`config.mk`:
```
export PLATFORM = sky130hd
export DESIGN_NAME = phy_rx_align_demux
export DESIGN_NICKNAME = d
export VERILOG_FILES = /design/src/rtl/phy_rx_align_demux.sv
export SDC_FILE = /design/constraint.sdc
export NUM_CORES = 1
export LEC_CHECK = 0
export CORE_MARGIN = 2
export CORE_UTILIZATION = 40
export DETAILED_ROUTE_END_ITERATION = 10
export PLACE_DENSITY = 0.65
export SETUP_SLACK_MARGIN = 0.4
export SLEW_MARGIN = 20
export SYNTH_ARGS = -nofsm -noshare
export SYNTH_HDL_FRONTEND = slang
export SYNTH_SLANG_ARGS = --single-unit
export TNS_END_PERCENT = 5
```
`constraint.sdc`:
```
create_clock -name clk_32f -period 2.25 [get_ports clk_32f]
set_clock_uncertainty 0.15 [all_clocks]
set_input_delay 0.45 -clock clk_32f [delete_from_list [all_inputs] [get_ports clk_32f]]
set_output_delay 0.45 -clock clk_32f [all_outputs]
set_load 0.03 [all_outputs]
```
`src/rtl/phy_rx_align_demux.sv`:
```
// phy_rx_align_demux
//   Serial-to-parallel receive path with comma-based word alignment and a
//   round-robin lane demultiplexer, clocked entirely by the serial bit clock.
//   SEARCH slides a window over the bit stream looking for COMMA. ALIGN
//   requires LOCK_CNT commas on consecutive word boundaries. LOCKED strips
//   boundary commas and deals data words over LANES outputs. Repeated
//   off-boundary commas drop the block back to SEARCH.
//
// Ports
//   clk_32f    in   serial bit clock, rising edge
//   reset      in   asynchronous active-low reset
//   data_in    in   serial data, MSB of each word first
//   data_out   out  LANES*WIDTH, lane i at [i*WIDTH +: WIDTH], holds last word
//   valid_out  out  LANES, one-cycle pulse on the lane just written
//   active     out  high while LOCKED
//   lane_ptr   out  next lane to be written

module phy_rx_align_demux #(
    parameter int unsigned       WIDTH        = 8,
    parameter logic [WIDTH-1:0]  COMMA        = 8'hBC,
    parameter int unsigned       LOCK_CNT     = 4,
    parameter int unsigned       MISALIGN_CNT = 2,
    parameter int unsigned       LANES        = 4,
    localparam int unsigned      PW           = (LANES > 1) ? $clog2(LANES) : 1
) (
    input  logic                   clk_32f,
    input  logic                   reset,
    input  logic                   data_in,
    output logic [LANES*WIDTH-1:0] data_out,
    output logic [LANES-1:0]       valid_out,
    output logic                   active,
    output logic [PW-1:0]          lane_ptr
);

    localparam int unsigned BW = (WIDTH > 1) ? $clog2(WIDTH) : 1;

    typedef enum logic [1:0] {
        ST_SEARCH,
        ST_ALIGN,
        ST_LOCKED
    } state_t;

    state_t                 r_state, w_state_nxt;
    logic [WIDTH-1:0]       r_sr;
    logic [BW-1:0]          r_bit_cnt, w_bit_cnt_nxt;
    logic [3:0]             r_comma_cnt, w_comma_cnt_nxt;
    logic [3:0]             r_mis_cnt, w_mis_cnt_nxt;
    logic [PW-1:0]          r_lane_ptr, w_lane_ptr_nxt;
    logic [LANES*WIDTH-1:0] r_data, w_data_nxt;
    logic [LANES-1:0]       r_valid, w_valid_nxt;

    logic [WIDTH-1:0]       w_word;
    logic                   w_is_comma;
    logic                   w_boundary;
    logic [3:0]             w_comma_inc;
    logic [3:0]             w_mis_inc;
    logic [PW-1:0]          w_ptr_adv;

    // Candidate word includes the bit sampled at this edge.
    assign w_word      = {r_sr[WIDTH-2:0], data_in};
    assign w_is_comma  = (w_word == COMMA);
    assign w_boundary  = (r_bit_cnt == BW'(WIDTH - 1));
    assign w_comma_inc = r_comma_cnt + 4'd1;
    assign w_mis_inc   = r_mis_cnt + 4'd1;
    assign w_ptr_adv   = (r_lane_ptr == PW'(LANES - 1)) ? '0 : r_lane_ptr + 1'b1;

    always_ff @(posedge clk_32f or negedge reset) begin
        if (!reset) begin
            r_state     <= ST_SEARCH;
            r_sr        <= '0;
            r_bit_cnt   <= '0;
            r_comma_cnt <= '0;
            r_mis_cnt   <= '0;
            r_lane_ptr  <= '0;
            r_data      <= '0;
            r_valid     <= '0;
        end else begin
            r_state     <= w_state_nxt;
            r_sr        <= w_word;
            r_bit_cnt   <= w_bit_cnt_nxt;
            r_comma_cnt <= w_comma_cnt_nxt;
            r_mis_cnt   <= w_mis_cnt_nxt;
            r_lane_ptr  <= w_lane_ptr_nxt;
            r_data      <= w_data_nxt;
            r_valid     <= w_valid_nxt;
        end
    end

    always_comb begin
        w_state_nxt     = r_state;
        w_bit_cnt_nxt   = w_boundary ? '0 : r_bit_cnt + 1'b1;
        w_comma_cnt_nxt = r_comma_cnt;
        w_mis_cnt_nxt   = r_mis_cnt;
        w_lane_ptr_nxt  = r_lane_ptr;
        w_data_nxt      = r_data;
        w_valid_nxt     = '0;

        unique case (r_state)
            ST_SEARCH: begin
                w_bit_cnt_nxt = r_bit_cnt;
                if (w_is_comma) begin
                    // This edge closes a word, so the counter restarts here.
                    w_bit_cnt_nxt   = '0;
                    w_comma_cnt_nxt = 4'd1;
                    if (LOCK_CNT == 1) begin
                        w_state_nxt    = ST_LOCKED;
                        w_lane_ptr_nxt = '0;
                        w_mis_cnt_nxt  = '0;
                    end else begin
                        w_state_nxt = ST_ALIGN;
                    end
                end
            end

            ST_ALIGN: begin
                if (w_boundary) begin
                    if (w_is_comma) begin
                        w_comma_cnt_nxt = w_comma_inc;
                        if (w_comma_inc >= 4'(LOCK_CNT)) begin
                            w_comma_cnt_nxt = 4'(LOCK_CNT);
                            w_state_nxt     = ST_LOCKED;
                            w_lane_ptr_nxt  = '0;
                            w_mis_cnt_nxt   = '0;
                        end
                    end else begin
                        w_state_nxt     = ST_SEARCH;
                        w_comma_cnt_nxt = '0;
                    end
                end
            end

            ST_LOCKED: begin
                if (w_boundary) begin
                    if (w_is_comma) begin
                        w_lane_ptr_nxt = '0;
                        w_mis_cnt_nxt  = '0;
                    end else begin
                        for (int unsigned i = 0; i < LANES; i++) begin
                            if (r_lane_ptr == PW'(i)) begin
                                w_data_nxt[i*WIDTH +: WIDTH] = w_word;
                                w_valid_nxt[i]               = 1'b1;
                            end
                        end
                        w_lane_ptr_nxt = w_ptr_adv;
                    end
                end else if (w_is_comma) begin
                    w_mis_cnt_nxt = w_mis_inc;
                    if (w_mis_inc >= 4'(MISALIGN_CNT)) begin
                        // Misalignment count is dropped with the lock so a
                        // later relock starts from a clean slate.
                        w_state_nxt     = ST_SEARCH;
                        w_lane_ptr_nxt  = '0;
                        w_comma_cnt_nxt = '0;
                        w_mis_cnt_nxt   = '0;
                    end
                end
            end

            default: begin
                w_state_nxt = ST_SEARCH;
            end
        endcase
    end

    assign data_out  = r_data;
    assign valid_out = r_valid;
    assign active    = (r_state == ST_LOCKED);
    assign lane_ptr  = r_lane_ptr;

endmodule

```
==> results summary <==
The fraction of synthesis flops using an asynchronous set or reset pin is 100%. The growth of design area from synthesis to finish is 40.1%. The unique cell type count in the Yosys netlist is 40. The max-capacitance violation count came out at 0.

At the end of routability-driven placement, the weighted congestion stood at 0.869. The post-synthesis cell count came out at 181. The overall routed net length is just over 5 mm.

The worst setup path is captured at a flop. In this run the tightest slew margin relative to its limit is approximately three fifths. The die covers 6790 um^2. The total of buffers placed on input and output ports is 41. The hold-critical path depth is 1.

TritonCTS built the clock tree. The via count of the first global-routing pass came out at roughly 1700. The run finished with clean final reports. Entering global routing, the biggest net connects 34 pins. The maximum net fanout on the critical path is 3. The post-synthesis instance area came out at 2460 um^2. The data required time at the worst endpoint is 2.31 ns. The average via count per standard cell came out at 4.99. For hold timing, the worst endpoint is r_sr[1]. The number of inserted filler cells in the final layout came out at between 500 and 600. Setup repair after global routing could not meet its margin everywhere.

The first detailed-routing pass ran for 4 iterations. In this run the critical register-to-register path is captured at r_comma_cnt[1]. After detailed routing, the average wire length per cell comes to 14.9 um. The maximum buffer depth of the clock tree came out at 2. The count of final max-slew check failures is 0. The tree built by TritonCTS fans out to between 50 and 60 sinks.

The number of cells on the worst reg-to-reg path is 5. The library cells used most frequently in the layout, excluding fill and tap cells, are dfrtp_1 (58), clkdlybuf4s50_1 (38), mux2_2 (33). The leakage power came out at about 1.7 nW.

The number of violations reported at the end of detailed-routing iteration 0 came out at 58. The post-detailed-placement cell area is ~3100 um^2. The CTS H-tree depth came out at 3. The maximum clock rate is 447 MHz. The worst reg-to-reg setup slack came out at 0.01 ns.

The net count of the finished layout is 277. The core region is 5920 um^2. The total count of hold-check failures in the final report is 0. The setup path with the least slack is of type flop to flop. The worst register-to-register path begins at r_sr[5]. With fillers left out, the area of the finished cells amounts to 3440 um^2. For this run, the leading register cell type out of synthesis is dfrtp_1. The tree is rooted in a clkbuf_8. The actual transition at the worst max-transition pin is 0.614 ns.

The clock transition time at the flip-flop clock pins of the worst setup and hold paths came out at 0.06 ns. The later pin in the worst-skew pair is clocked with a latency of 0.33 ns. The initial antenna violation count is 0. After detailed routing, the number of remaining DRC violations is 0.

The core utilization of the finished layout is around 58%. The global-route usage over all layers is roughly 17%. STA classifies the critical path startpoint as a flop.

The global route total overflow came out at 0. The post-synthesis net count is ~200. The first-pass GRT wire length is 8.36 mm. Pin placement for this block handled 42 I/O pins. The peak supply drop is slightly below 0.0005 V. The mean instance size in the synthesized netlist came out at approximately 14 um^2. The number of antenna repair diodes is 0. The flip-flop and latch count after synthesis came out at 58. The power density over the cells came out at 758 nW/um^2. The die is 82.4 um wide. The layout cell share with drive strength beyond 1 is 34.6%. The share of the Yosys chip area taken by registers is 59.0%.

The floorplan die height came out at ~82 um. The path category of the worst min-delay check is flop to flop. Leaving out fill and tap cells, the most frequent cell in the layout is dfrtp_1.

The number of placement rows came out at 28. The part of the cycle the worst path needs is 99.4%. The arrival time at the worst endpoint is around 2.3 ns. Setup violations remaining at the end of the flow were counted as 0. The number of warning messages in the yosys log is 0. In this run, CTS created clock tree buffers numbering 9. The final HPWL from detailed placement came out at 3.51 mm. The launch point of the worst hold path is r_sr[0].

The synthesized design contains 0 enable-type register cells. The initial cell density of the core came out at 41.5%. The number of antenna-violating nets in the routed design came out at 0. The shortest period the worst path allows is 2.24 ns. The smallest hold slack is 0.353 ns.

The vias after detailed routing is approximately 1700.
worst max-delay path by stage:
| stage | startpoint | to | slack [ns] | cells past startpoint |
|---|---|---|---|---|
| after global placement | data_in | r_comma_cnt[1] | -0.41 | 6 |
| after floorplan | r_sr[5] | r_comma_cnt[0] | -0.10 | 6 |
| after global routing | r_sr[5] | r_comma_cnt[0] | -0.03 | 5 |
| final | r_sr[5] | r_comma_cnt[1] | 0.01 | 5 |
| after detailed placement | data_in | r_comma_cnt[1] | -0.44 | 5 |
| after CTS | r_sr[5] | r_comma_cnt[1] | 0.04 | 5 |
cell type report:
class | instances | area [um^2] | area share, %
Timing Repair Buffer | 72 | 654 | 19.0
Tap cell | 75 | 93.8 | 2.73
Multi-Input combinational cell | 109 | 983 | 28.6
Clock buffer | 11 | 141 | 4.11
Clock inverter | 5 | 77.6 | 2.25
Inverter | 11 | 41.3 | 1.20
Sequential cell | 58 | 1450 | 42.2
logic make-up (layout without fill, tap and decap cells):
group / Yosys count / count (layout) / share of synthesized area (%)
flip-flops: 58 / 58 / 59.0
AND/OR/NAND/NOR: 37 / 37 / 8.40
AO/OA/AOI/OAI: 22 / 22 / 6.67
XOR/XNOR: 2 / 2 / 0.713
buffers and inverters: 14 / 99 / 2.65
adder cells (fa/ha/maj): 13 / 13 / 6.62
multiplexers: 35 / 35 / 15.9
state kept, by name (all words and copies together) (netlist names):
name         flops
r_mis_cnt        4
r_sr             7
valid_out        4
r_state          2
data_out        32
r_bit_cnt        3
r_comma_cnt      4
lane_ptr         2
power breakdown:
part,leakage [nW],switching [W],total [W],internal [W]
registers,0.772,0.0000443,0.00114,0.00110
logic,0.846,0.000205,0.000409,0.000204
clock network,0.109,0.000407,0.00106,0.000650
total,1.73,0.000656,0.00261,0.00195
repair_timing:
item | 4_1_cts | 5_1_grt
hold buffers | 1 | 0
buffers inserted | 3 | 3
endpoints found under the hold margin | 19 | 0
endpoints found under the setup margin | 87 | 87
gates resized for setup | 10 | 1
pin swaps | 4 | 0
cell usage after synthesis (2+ instances only):
cell | number | area share [%]
nor2_1 | 3 | 0.46
nor2b_1 | 5 | 1.3
o21ai_0 | 4 | 0.81
nand2_1 | 8 | 1.2
and2_2 | 2 | 0.61
nand3_1 | 5 | 1.0
nor3_1 | 2 | 0.41
xor2_1 | 2 | 0.71
inv_1 | 10 | 1.5
a31oi_1 | 3 | 0.76
o31ai_1 | 2 | 0.61
dfrtp_1 | 58 | 59
mux2_2 | 33 | 15
nand2_2 | 3 | 0.76
mux2i_1 | 2 | 0.81
a22o_1 | 3 | 1.1
ha_1 | 13 | 6.6
worst max-delay path, cell delays in order (launching register included):
cell	delay, ns
dfrtp_1	0.39
nand4b_1	0.22
or4_4	0.46
a2111o_1	0.44
nor2_4	0.13
mux2_2	0.33
layer usage:
layer	vias to the layer above	GRT usage [%]	wire, um
met2	37	26.6	2480
li1	810	-	-
met5	-	0	0
met4	0	5.50	56
met1	850	20.9	2250
met3	5	8.59	293
per-stage QoR:
stage | std cells | setup WS, ns | total power (W) | TNS, ns
3_3_place_gp | 318 | -0.412 | 0.00152 | -13.19
2_1_floorplan | 181 | -0.104 | 0.00138 | -0.632
4_1_cts | 338 | 0.0394 | 0.00262 | 0
5_1_grt | 341 | -0.0262 | 0.00276 | -0.160
6_report | 341 | 0.0128 | 0.00261 | 0
3_5_place_dp | 318 | -0.442 | 0.00152 | -14.19
Power figures use the tool's default switching activity.
